[src/rtl/kmeans_pkg.sv]
// kmeans_pkg: shared constants, FSM state type and width helper for the k-means update block.
package kmeans_pkg;
  localparam int K = 2;
  localparam int D = 5;
  localparam int NDIV = K * D;
  localparam int DIV_K0_FIRST = 0;
  localparam int DIV_K1_FIRST = D;
  localparam int DIV_LAST = NDIV - 1;
  typedef enum logic [1:0] {IDLE, ACCUM, DIV, DONE} state_e;
  function automatic int sum_width(input int dw, input int cw);
    return dw + cw;
  endfunction
endpackage

[src/rtl/kmeans_update_k2_d5_if.sv]
// kmeans_update_k2_d5_if: point stream in, centroid registers and status out.
interface kmeans_update_k2_d5_if #(parameter int DW = 16) ();
  logic start, in_valid, in_last, in_sel;
  logic [DW-1:0] input_data0, input_data1, input_data2, input_data3, input_data4;
  logic [DW-1:0] centroid0_d0, centroid0_d1, centroid0_d2, centroid0_d3, centroid0_d4;
  logic [DW-1:0] centroid1_d0, centroid1_d1, centroid1_d2, centroid1_d3, centroid1_d4;
  logic busy, done, overflow, converged;
  modport master (
    output start, in_valid, in_last, in_sel,
    output input_data0, input_data1, input_data2, input_data3, input_data4,
    input centroid0_d0, centroid0_d1, centroid0_d2, centroid0_d3, centroid0_d4,
    input centroid1_d0, centroid1_d1, centroid1_d2, centroid1_d3, centroid1_d4,
    input busy, done, overflow, converged
  );
  modport slave (
    input start, in_valid, in_last, in_sel,
    input input_data0, input_data1, input_data2, input_data3, input_data4,
    output centroid0_d0, centroid0_d1, centroid0_d2, centroid0_d3, centroid0_d4,
    output centroid1_d0, centroid1_d1, centroid1_d2, centroid1_d3, centroid1_d4,
    output busy, done, overflow, converged
  );
endinterface

[src/rtl/kmeans_divider.sv]
// kmeans_divider: restoring unsigned divider, 1 load cycle + SUM_W iterations; divisor 0 gives all ones.
module kmeans_divider #(parameter int SUM_W = 32) (
  input  logic             clk,
  input  logic             rst_n,
  input  logic             start,
  input  logic [SUM_W-1:0] dividend,
  input  logic [SUM_W-1:0] divisor,
  output logic             busy,
  output logic             valid,
  output logic [SUM_W-1:0] quotient
);
  localparam int CNT_W = $clog2(SUM_W + 1);
  logic [SUM_W-1:0] rem_q, rem_d, quo_q, quo_d, den_q, den_d;
  logic [CNT_W-1:0] cnt_q, cnt_d;
  logic busy_q, busy_d, valid_q, valid_d;
  logic [SUM_W:0] sh;
  logic ge;
  assign sh = {rem_q, quo_q[SUM_W-1]};
  assign ge = sh >= {1'b0, den_q};
  always_comb begin
    rem_d = rem_q;
    quo_d = quo_q;
    den_d = den_q;
    cnt_d = cnt_q;
    busy_d = busy_q;
    valid_d = 1'b0;
    if (start) begin
      rem_d = '0;
      quo_d = dividend;
      den_d = divisor;
      cnt_d = CNT_W'(SUM_W);
      busy_d = 1'b1;
    end else if (busy_q) begin
      rem_d = ge ? SUM_W'(sh - {1'b0, den_q}) : sh[SUM_W-1:0];
      quo_d = {quo_q[SUM_W-2:0], ge};
      cnt_d = cnt_q - 1'b1;
      busy_d = cnt_q != CNT_W'(1);
      valid_d = cnt_q == CNT_W'(1);
    end
  end
  always_ff @(posedge clk or negedge rst_n) begin
    if (!rst_n) begin
      rem_q <= '0;
      quo_q <= '0;
      den_q <= '0;
      cnt_q <= '0;
      busy_q <= 1'b0;
      valid_q <= 1'b0;
    end else begin
      rem_q <= rem_d;
      quo_q <= quo_d;
      den_q <= den_d;
      cnt_q <= cnt_d;
      busy_q <= busy_d;
      valid_q <= valid_d;
    end
  end
  assign busy = busy_q;
  assign valid = valid_q;
  assign quotient = quo_q;
endmodule

[src/rtl/kmeans_update_k2_d5.sv]
// kmeans_update_k2_d5: accumulates per-centroid sums/counts, then updates centroids as sum/count.
// Optional KMEANS_UPDATE_CONVERGE_EN adds a registered converged flag.
module kmeans_update_k2_d5
  import kmeans_pkg::*;
#(
  parameter int input_data_width = 16,
  parameter int count_width = 16
) (
  input logic clk,
  input logic rst_n,
  kmeans_update_k2_d5_if.slave bus
);
  localparam int DW = input_data_width;
  localparam int CW = count_width;
  localparam int SW = sum_width(DW, CW);
  localparam int IW = $clog2(NDIV);
  state_e state_q, state_d;
  logic [SW-1:0] sum_q [NDIV];
  logic [SW-1:0] sum_d [NDIV];
  logic [DW-1:0] cen_q [NDIV];
  logic [DW-1:0] cen_d [NDIV];
  logic [CW-1:0] cnt_q [K];
  logic [CW-1:0] cnt_d [K];
  logic [DW-1:0] dat [D];
  logic [IW-1:0] idx_q, idx_d;
  logic ovf_q, ovf_d;
  logic acc, go, sel_k, last_div;
  logic dv_start, dv_busy, dv_valid;
  logic [SW-1:0] dv_quo;
  logic quo_unused;
  assign dat = '{bus.input_data0, bus.input_data1, bus.input_data2, bus.input_data3, bus.input_data4};
  assign go = state_q == IDLE && bus.start;
  assign acc = state_q == ACCUM && bus.in_valid;
  assign sel_k = idx_q >= IW'(DIV_K1_FIRST);
  assign last_div = idx_q == IW'(DIV_LAST);
  // Next division loads on the same edge the previous quotient is written.
  assign dv_start = state_q == DIV && !dv_busy && !(dv_valid && last_div);
  assign quo_unused = |dv_quo[SW-1:DW];
  always_comb begin
    state_d = state_q;
    unique case (state_q)
      IDLE: if (bus.start) state_d = ACCUM;
      ACCUM: if (acc && bus.in_last) state_d = DIV;
      DIV: if (dv_valid && last_div) state_d = DONE;
      default: state_d = IDLE;
    endcase
  end
  always_comb begin
    sum_d = sum_q;
    cnt_d = cnt_q;
    cen_d = cen_q;
    idx_d = idx_q;
    ovf_d = ovf_q;
    if (go) begin
      for (int i = 0; i < NDIV; i++) sum_d[i] = '0;
      for (int k = 0; k < K; k++) cnt_d[k] = '0;
      ovf_d = 1'b0;
    end
    if (acc) begin
      if (&cnt_q[bus.in_sel]) ovf_d = 1'b1;
      else begin
        cnt_d[bus.in_sel] = cnt_q[bus.in_sel] + 1'b1;
        for (int i = 0; i < NDIV; i++)
          if ((i >= DIV_K1_FIRST) == bus.in_sel) sum_d[i] = sum_q[i] + SW'(dat[i % D]);
      end
    end
    if (state_q == ACCUM) idx_d = IW'(DIV_K0_FIRST);
    if (dv_valid) begin
      idx_d = idx_q + 1'b1;
      if (cnt_q[sel_k] != '0) cen_d[idx_q] = dv_quo[DW-1:0];
    end
  end
  always_ff @(posedge clk or negedge rst_n) begin
    if (!rst_n) begin
      state_q <= IDLE;
      idx_q <= '0;
      ovf_q <= 1'b0;
      for (int i = 0; i < NDIV; i++) begin
        sum_q[i] <= '0;
        cen_q[i] <= '0;
      end
      for (int k = 0; k < K; k++) cnt_q[k] <= '0;
    end else begin
      state_q <= state_d;
      idx_q <= idx_d;
      ovf_q <= ovf_d;
      sum_q <= sum_d;
      cen_q <= cen_d;
      cnt_q <= cnt_d;
    end
  end
  kmeans_divider #(.SUM_W(SW)) u_div (
    .clk(clk),
    .rst_n(rst_n),
    .start(dv_start),
    .dividend(sum_q[idx_d]),
    .divisor(SW'(cnt_q[idx_d >= IW'(DIV_K1_FIRST)])),
    .busy(dv_busy),
    .valid(dv_valid),
    .quotient(dv_quo)
  );
`ifdef KMEANS_UPDATE_CONVERGE_EN
  logic eq_q, eq_d, conv_q, conv_d;
  always_comb begin
    eq_d = eq_q;
    conv_d = conv_q;
    if (go) begin
      eq_d = 1'b1;
      conv_d = 1'b0;
    end
    if (dv_valid && cnt_q[sel_k] != '0 && dv_quo[DW-1:0] != cen_q[idx_q]) eq_d = 1'b0;
    if (dv_valid && last_div) conv_d = eq_d;
  end
  always_ff @(posedge clk or negedge rst_n) begin
    if (!rst_n) begin
      eq_q <= 1'b0;
      conv_q <= 1'b0;
    end else begin
      eq_q <= eq_d;
      conv_q <= conv_d;
    end
  end
  assign bus.converged = conv_q;
`else
  assign bus.converged = 1'b0;
`endif
  assign bus.busy = state_q == ACCUM || state_q == DIV;
  assign bus.done = state_q == DONE;
  assign bus.overflow = ovf_q;
  assign bus.centroid0_d0 = cen_q[0];
  assign bus.centroid0_d1 = cen_q[1];
  assign bus.centroid0_d2 = cen_q[2];
  assign bus.centroid0_d3 = cen_q[3];
  assign bus.centroid0_d4 = cen_q[4];
  assign bus.centroid1_d0 = cen_q[5];
  assign bus.centroid1_d1 = cen_q[6];
  assign bus.centroid1_d2 = cen_q[7];
  assign bus.centroid1_d3 = cen_q[8];
  assign bus.centroid1_d4 = cen_q[9];
endmodule

[src/flat_wrapper.sv]
// flat-port wrapper written by rule: the top's interface ports become plain ports
module kmeans_update_k2_d5_flat import kmeans_pkg::*;
#(
  parameter int input_data_width = 16,
  parameter int count_width = 16
)
  (clk, rst_n, bus_start, bus_in_valid, bus_in_last, bus_in_sel, bus_input_data0, bus_input_data1, bus_input_data2, bus_input_data3, bus_input_data4, bus_centroid0_d0, bus_centroid0_d1, bus_centroid0_d2, bus_centroid0_d3, bus_centroid0_d4, bus_centroid1_d0, bus_centroid1_d1, bus_centroid1_d2, bus_centroid1_d3, bus_centroid1_d4, bus_busy, bus_done, bus_overflow, bus_converged);
  kmeans_update_k2_d5_if #(.DW(16)) bus_i ();
  input logic clk;
  input logic rst_n;
  input wire logic [$bits(bus_i.start)-1:0] bus_start;
  input wire logic [$bits(bus_i.in_valid)-1:0] bus_in_valid;
  input wire logic [$bits(bus_i.in_last)-1:0] bus_in_last;
  input wire logic [$bits(bus_i.in_sel)-1:0] bus_in_sel;
  input wire logic [$bits(bus_i.input_data0)-1:0] bus_input_data0;
  input wire logic [$bits(bus_i.input_data1)-1:0] bus_input_data1;
  input wire logic [$bits(bus_i.input_data2)-1:0] bus_input_data2;
  input wire logic [$bits(bus_i.input_data3)-1:0] bus_input_data3;
  input wire logic [$bits(bus_i.input_data4)-1:0] bus_input_data4;
  output wire logic [$bits(bus_i.centroid0_d0)-1:0] bus_centroid0_d0;
  output wire logic [$bits(bus_i.centroid0_d1)-1:0] bus_centroid0_d1;
  output wire logic [$bits(bus_i.centroid0_d2)-1:0] bus_centroid0_d2;
  output wire logic [$bits(bus_i.centroid0_d3)-1:0] bus_centroid0_d3;
  output wire logic [$bits(bus_i.centroid0_d4)-1:0] bus_centroid0_d4;
  output wire logic [$bits(bus_i.centroid1_d0)-1:0] bus_centroid1_d0;
  output wire logic [$bits(bus_i.centroid1_d1)-1:0] bus_centroid1_d1;
  output wire logic [$bits(bus_i.centroid1_d2)-1:0] bus_centroid1_d2;
  output wire logic [$bits(bus_i.centroid1_d3)-1:0] bus_centroid1_d3;
  output wire logic [$bits(bus_i.centroid1_d4)-1:0] bus_centroid1_d4;
  output wire logic [$bits(bus_i.busy)-1:0] bus_busy;
  output wire logic [$bits(bus_i.done)-1:0] bus_done;
  output wire logic [$bits(bus_i.overflow)-1:0] bus_overflow;
  output wire logic [$bits(bus_i.converged)-1:0] bus_converged;
  assign bus_i.start = bus_start;
  assign bus_i.in_valid = bus_in_valid;
  assign bus_i.in_last = bus_in_last;
  assign bus_i.in_sel = bus_in_sel;
  assign bus_i.input_data0 = bus_input_data0;
  assign bus_i.input_data1 = bus_input_data1;
  assign bus_i.input_data2 = bus_input_data2;
  assign bus_i.input_data3 = bus_input_data3;
  assign bus_i.input_data4 = bus_input_data4;
  assign bus_centroid0_d0 = bus_i.centroid0_d0;
  assign bus_centroid0_d1 = bus_i.centroid0_d1;
  assign bus_centroid0_d2 = bus_i.centroid0_d2;
  assign bus_centroid0_d3 = bus_i.centroid0_d3;
  assign bus_centroid0_d4 = bus_i.centroid0_d4;
  assign bus_centroid1_d0 = bus_i.centroid1_d0;
  assign bus_centroid1_d1 = bus_i.centroid1_d1;
  assign bus_centroid1_d2 = bus_i.centroid1_d2;
  assign bus_centroid1_d3 = bus_i.centroid1_d3;
  assign bus_centroid1_d4 = bus_i.centroid1_d4;
  assign bus_busy = bus_i.busy;
  assign bus_done = bus_i.done;
  assign bus_overflow = bus_i.overflow;
  assign bus_converged = bus_i.converged;
  kmeans_update_k2_d5 #(.input_data_width(input_data_width), .count_width(count_width)) u_core (.clk(clk), .rst_n(rst_n), .bus(bus_i));
endmodule
[config.mk]
export PLATFORM = sky130hd
export DESIGN_NAME = kmeans_update_k2_d5_flat
export DESIGN_NICKNAME = d
export VERILOG_FILES = /design/src/rtl/kmeans_pkg.sv /design/src/rtl/kmeans_update_k2_d5_if.sv /design/src/rtl/kmeans_divider.sv /design/src/rtl/kmeans_update_k2_d5.sv /design/src/flat_wrapper.sv
export SDC_FILE = /design/constraint.sdc
export NUM_CORES = 2
export LEC_CHECK = 0
export ABC_AREA = 1
export BUFFER_PORTS_ARGS = -buffer_cell sky130_fd_sc_hd__buf_2
export CORE_UTILIZATION = 57
export DETAILED_ROUTE_END_ITERATION = 8
export GPL_TIMING_DRIVEN = 0
export PLACE_DENSITY_LB_ADDON = 0.3
export SKIP_CTS_REPAIR_TIMING = 1
export SLEW_MARGIN = 20
export SYNTH_ARGS = -nofsm -noshare
export SYNTH_HDL_FRONTEND = slang
export SYNTH_SLANG_ARGS = --single-unit
[constraint.sdc]
create_clock -name clk -period 2.1 [get_ports clk]
set_input_delay 0.21 -clock clk [delete_from_list [all_inputs] [get_ports clk]]
set_output_delay 0.21 -clock clk [all_outputs]
set_load 0.005 [all_outputs]
# ---- Yosys cells after proc, flatten, opt, wreduce, memory -nomap -nowiden
# Index checks and enable logic that the tools add are counted.
# Widths: inputs -> output; s select.
dict set report word_totals {
  in_bits 86
  elab_cells 140
  output_inout_bits 164
  regBits 607
}
dict set report classes {
  order_cmp 10
  reduce_logical 17
  n_mux 54
  n_bitwise 5
  n_eq_ne 9
  addsub 14
}
# cell n
set op_table {}
lappend op_table {{$mux 320} 3}
lappend op_table {{$mux 32} 20}
lappend op_table {{$add 32x16->32} 10}
lappend op_table {{$mux 16} 11}
lappend op_table {{$bwmux 160} 1}
lappend op_table {{$bmux 32 s4} 1}
lappend op_table {{$demux 16 s4} 1}
lappend op_table {{$ge 33x16->1} 1}
lappend op_table {{$bwmux 32} 1}
lappend op_table {{$sub 32x16->32} 1}
lappend op_table {{$add 16x1->16 const B} 1}
lappend op_table {{$demux 16 s1} 1}
lappend op_table {{$reduce_and 16->1} 1}
lappend op_table {{$reduce_bool 16->1} 1}
lappend op_table {{$mux 6} 2}
lappend op_table {{$ge 5x5->1 const B} 2}
lappend op_table {{$not 4->5} 2}
lappend op_table {{$ge 4x3->1 const B} 2}
lappend op_table {{$logic_and 1x1->1} 8}
lappend op_table {{$mux 4} 2}
lappend op_table {{$mux 1} 7}
lappend op_table {{$eq 6x1->1 const B} 1}
lappend op_table {{$ge 2x2->1 const B} 3}
lappend op_table {{$mux 2} 3}
lappend op_table {{other kinds (18)} 23}

# ---- Depth between registers and ports, before layout
dict set report logic_depth {
  word_depth 8
  mapped_depth 16
  mapped_depth_nobuf 15
}

# ---- By module
# A second synthesis with hierarchy kept.
dict set report unflattened {
  hier_cells 8037
  area_unflattened_um2 49737.7
}
# mod seq_area_each_um2 instances cells_each area_per_inst_um2
set by_module_without_submodules {}
lappend by_module_without_submodules {kmeans_update_k2_d5 12987.5 1 6972 42553.3}
lappend by_module_without_submodules {kmeans_divider 2602.5 1 1065 7184.4}

# ---- Least setup slack after synthesis
# Ideal clock, no wire load.
dict set report synth_timing {
  path_kind {flip-flop to flip-flop}
  from {reg u_core.u_div.rem_q[3]}
  to {reg u_core.u_div.rem_q[16]}
  path_slack_ns -0.123
  arrival_ns 2.096
  period_less_slack_ns 2.223
  stages_incl_launch_ff 13
  n_path_buf 1
  setup_ns 0.127
  required_ns 1.973
  path_cell_list {dfrtp_1 ha_1 nand2_1 inv_1 a21oi_1 nand2_1 nand2_1 nand2_1 a21oi_1 nand2_1 clkbuf_1 nand4_1 o21ai_0}
}
dict set report synth_between {
  elab_chain_len 4
  word_cells_on_any_way 5
  classes_between {1 x add/sub; 1 x order compare; 3 x mux}
}
# item line
set synth_lines {}
lappend synth_lines {{start, declared} kmeans_divider.sv:13} ;# logic [SUM_W-1:0] rem_q, rem_d, quo_q, quo_d, den_q, den_d;
lappend synth_lines {{start signal, assigned} kmeans_divider.sv:50} ;# rem_q <= rem_d;
lappend synth_lines {{$sub 32x16->32 or $ge 33x16->1 (tied branches)} {kmeans_divider.sv:34, kmeans_divider.sv:19}}
lappend synth_lines {{$mux 32 (*)} kmeans_divider.sv:34} ;# rem_d = ge ? SUM_W'(sh - {1'b0, den_q}) : sh[SUM_W-1:0];
lappend synth_lines {{$mux 32 (*)} kmeans_divider.sv:33} ;# end else if (busy_q) begin
lappend synth_lines {{$mux 32 (*)} kmeans_divider.sv:27} ;# if (start) begin
# Every way passes the cells marked *; elsewhere a longest branch is shown, timed or not. The select of a mux whose other input is x is not followed.
# A chain may end at the register's enable or synchronous reset.

# ---- Final worst setup path
dict set report layout_timing {
  from {reg u_core.state_q[1]}
  to {reg u_core.u_div.quo_q[8], in the netlist u_core.u_div.quotient[8]}
}
dict set report layout_between {
  elab_chain_len 8
  word_cells_on_any_way 12
  classes_between {2 x eq/ne; 6 x mux; 1 x bitwise; 3 x reduce/logical}
}
# item line
set layout_lines {}
lappend layout_lines {{start, declared} kmeans_update_k2_d5.sv:17} ;# state_e state_q, state_d;
lappend layout_lines {{start signal, assigned} kmeans_update_k2_d5.sv:84} ;# state_q <= state_d;
lappend layout_lines {{$eq 2x1->1} kmeans_update_k2_d5.sv:67} ;# if (state_q == ACCUM) idx_d = IW'(DIV_K0_FIRST);
lappend layout_lines {{$mux 4} kmeans_update_k2_d5.sv:67}
lappend layout_lines {{$mux 4} kmeans_update_k2_d5.sv:68} ;# if (dv_valid) begin
lappend layout_lines {{$not 4->5 (implied by the code)} kmeans_update_k2_d5.sv:96} ;# .dividend(sum_q[idx_d]),
lappend layout_lines {{$bmux 32 s4} kmeans_update_k2_d5.sv:96}
lappend layout_lines {{$mux 32 (implied by the code) (2 in a row)} kmeans_update_k2_d5.sv:96}
lappend layout_lines {{$mux 32} kmeans_divider.sv:27}
lappend layout_lines {{end signal, assigned} kmeans_divider.sv:51} ;# quo_q <= quo_d;
lappend layout_lines {{end, declared} kmeans_divider.sv:13}
# Several ways; a longest one is shown, not always the timed one. The select of a mux whose other input is x is not followed.

==> metrics.md <==
| Metric | Value |
|---|---|
| Run status | `finished with violations` |
| Failing checks | `hold timing, setup timing` |
| FFs w/ async S/R, synth | `1.00` |
| Clock Root Buffer | `clkbuf_16` |
| Required @ worst endpoint | `2.64 ns` |
| Worst Hold Launch | `bus_input_data4[0]` |
| Detail Placement HPWL | `146000 um` |
| Max Buffers Root-to-Sink | `3` |
| Worst Path Arrival | `3.14 ns` |
| Largest net degree at the start of global routing | `102` |
| Cell Area, Synth | `0.0441 mm^2` |
| H-tree depth | `3` |
| Effective utilization at floorplan | `0.579` |
| GRT overflow | `0` |
| Ratio of cells with drive above 1 in the final layout | `0.210` |
| Number of port buffers | `248` |
| Setup violations, final | `499` |
| Post-Syn Area per Cell | `6.56 um^2` |
| Hold Path Class | `primary input to flip-flop` |
| Peak VDD IR | `0.772 mV` |
| Post-synthesis net count | `7009` |
| FMAX | `385 MHz` |
| Drt drc | `0` |
| Worst reg-to-reg path cell count | `12` |
| Commonest non-fill, non-tap cell in the layout | `nand2_1` |
| Die X | `280 um` |
| Worst-Margin Slew | `0.927 ns` |
| Synth warnings | `0` |
| Cell count of the worst hold path | `4` |
| Clk slew on worst S/H paths | `0.06 ns` |
| CTS tree | `done` |
| Clock power frac | `0.197` |
| Leak | `0.0282 uW` |
| Slew margin rel. | `0.382` |
| Prevailing post-synth register cell | `dfrtp_1` |
| Reg-to-reg critical path startpoint | `u_core.state_q[1]` |
| Setup TNS | `-77.28 ns` |
| Fill cells | `6033` |
| Routed Antenna Nets | `0` |
| Register area share after synthesis | `0.344` |
| Number of enable flip-flop cells after synthesis | `0` |
| Die ar. | `0.0785 mm^2` |
| Initial DRC Count | `7854` |
| First-pass GRT wire length | `276000 um` |
| Routed vias/inst | `6.28` |
| Final min period | `2.60 ns` |
| NetSw | `33900 uW` |
| Latest clock arrival within the worst-skew pair | `0.67 ns` |
| Drt wl/cell | `24.6 um` |
| Design Power | `70200 uW` |
| Fin area | `0.0565 mm^2` |
| Pwr/cell area | `1240 mW/mm^2` |
| Max FO, Critical Path | `6` |
| GPL Wtd Cong | `1.11` |
| Logic pwr share | `0.551` |
| Final WS setup | `-0.498 ns` |
| CP Capture Type | `flip-flop` |
| DR vias | `52.4k` |
| Crit path launch | `u_core.state_q[1]` |
| Total detailed-routing wirelength | `205000 um` |
| Switch share | `0.482` |
| DR pass1 iterations | `8` |
| Sequential fraction of design power | `0.252` |
| Num ports | `250` |
| Final hold violation count | `4` |
| Setup WS pre-CTS | `-1.89 ns` |
| Fin Clk Skew | `0.0205 ns` |
| Max_cap viols | `0` |
| Overall Global Routing Usage | `0.471` |
| Hold Worst Slack | `-0.0240 ns` |
| Core ar. | `0.0762 mm^2` |
| Yosys cell types | `46` |
| Vias in the first global route | `44.9k` |
| Most frequent cells in the layout | `nand2_1, nand3_1, inv_1` |
| Initial antenna violation count | `15` |
| Final net count | `7529` |
| Total clock buffers created by CTS | `72` |
| Period Utilization, post-route | `1.24` |
| Die Y | `280 um` |
| Layout area overhead | `28.2%` |
| Internal cell power | `36400 uW` |
| Std-Cell Rows | `101` |
| Crit start category | `flip-flop` |
| # clock sinks | `607` |
| Placed instance area | `0.0469 mm^2` |
| WS Path Type | `flip-flop to flip-flop` |
| Slew Limit Fails | `0` |
| Synth Register Bits | `607` |
| RSZ-0062 raised after global routing | `yes` |
| Syn Inst Count | `6724` |
==> state kept, by name (all words and copies together) (netlist names) <==
register	count
u_core.sum_q	320
u_core.idx_q	4
u_core.bus.centroid0_d4	16
u_core.bus.centroid1_d1	16
u_core.u_div.rem_q	32
u_core.bus.centroid1_d3	16
u_core.u_div.valid	1
u_core.bus.centroid1_d4	16
u_core.u_div.quotient	32
u_core.cnt_q	32
u_core.u_div.den_q	16
u_core.bus.centroid0_d0	16
u_core.u_div.busy	1
u_core.u_div.cnt_q	6
u_core.bus.centroid1_d2	16
u_core.bus.centroid0_d3	16
u_core.bus.centroid0_d2	16
u_core.bus.centroid0_d1	16
u_core.state_q	2
u_core.bus.overflow	1
u_core.bus.centroid1_d0	16
==> worst max-delay path, cell delays in order (launching register included) <==
cell	delay (ns)
dfrtp_1	0.41
inv_2	0.07
ha_4	0.19
o21ai_4	0.19
nand2_8	0.14
buf_12	0.19
buf_8	0.13
o211ai_1	0.40
nand4_1	0.31
nand3_2	0.19
nand2_2	0.09
nand2_1	0.07
nand2_1	0.06
==> per-stage QoR <==
stage          utilization  cells
3_5_place_dp         0.615   8009
3_3_place_gp         0.613   8002
6_report             0.742   8342
5_1_grt              0.742   8335
2_1_floorplan            -   6724
4_1_cts              0.649   8143
==> kinds of logic (layout without fill, tap and decap cells) <==
| logic type | Yosys count | count (layout) | share of synthesized area |
|---|---|---|---|
| xor+xnor | 168 | 168 | 0.0334 |
| simple gates | 4098 | 4098 | 0.392 |
| fa+ha+maj | 199 | 199 | 0.0583 |
| other cells | 1 | 9 | 0.0000850 |
| compound gates | 735 | 735 | 0.0877 |
| flops | 607 | 607 | 0.344 |
| buf+inv | 916 | 1496 | 0.0846 |
==> worst paths after layout <==
path	to	slack, ns
worst max register to register	u_core.u_div.quotient[8]	-0.50
min in group asynchronous	u_core.sum_q[101]	0.37
worst min register to register	u_core.bus.centroid0_d2[6]	0.47
worst min-delay path	u_core.sum_q[0]	-0.02
max in group asynchronous	u_core.sum_q[197]	0.17
worst max-delay path	u_core.u_div.quotient[8]	-0.50
==> power groups by stage <==
stage / clock network [uW] / registers, uW / logic (uW)
2_1_floorplan: 0 / 15900 / 20100
3_3_place_gp: 0 / 17100 / 28500
3_5_place_dp: 0 / 17200 / 29100
4_1_cts: 13700 / 17000 / 29300
5_1_grt: 14100 / 17700 / 41000
6_report: 13800 / 17700 / 38700
==> final cells by class <==
class | instances | area (um^2) | area share
multi-input combinational | 5201 | 29100 | 0.515
sequential | 607 | 15200 | 0.270
timing repair buffer | 449 | 3600 | 0.0636
buffer | 301 | 2410 | 0.0426
inverter | 612 | 2350 | 0.0415
clock buffer | 97 | 2000 | 0.0353
tap | 1030 | 1290 | 0.0228
clock inverter | 37 | 538 | 0.00952
antenna | 8 | 20.0 | 0.000354
==> layer usage <==
layer  wire length, um  up-vias  global-route usage
li1                  -    23000                   -
met1             73000    24400               0.608
met2             86200     3918               0.706
met3             26900     1082               0.112
met4             18900       12               0.310
met5                68        -                   0
==> synth_stat cells (9+ instances only) <==
library cell | number | share of area
ha_1 | 188 | 0.053
nand3b_1 | 21 | 0.0036
dfrtp_1 | 607 | 0.34
fa_1 | 11 | 0.0050
o21ai_0 | 274 | 0.031
o21ai_1 | 132 | 0.015
nor4_1 | 33 | 0.0047
buf_6 | 23 | 0.0059
inv_2 | 10 | 0.00085
nand2_1 | 2399 | 0.20
nor3_1 | 80 | 0.0091
a21oi_1 | 233 | 0.026
a31oi_1 | 32 | 0.0045
nand3_1 | 894 | 0.10
nor2_1 | 489 | 0.042
buf_4 | 18 | 0.0031
and2_1 | 12 | 0.0017
buf_1 | 17 | 0.0014
clkbuf_1 | 204 | 0.017
buf_2 | 41 | 0.0047
nand4_1 | 153 | 0.022
o22ai_1 | 9 | 0.0013
o211ai_1 | 29 | 0.0049
xor2_1 | 74 | 0.015
inv_1 | 600 | 0.051
xnor2_1 | 94 | 0.019
Power figures use the tool's default switching activity.
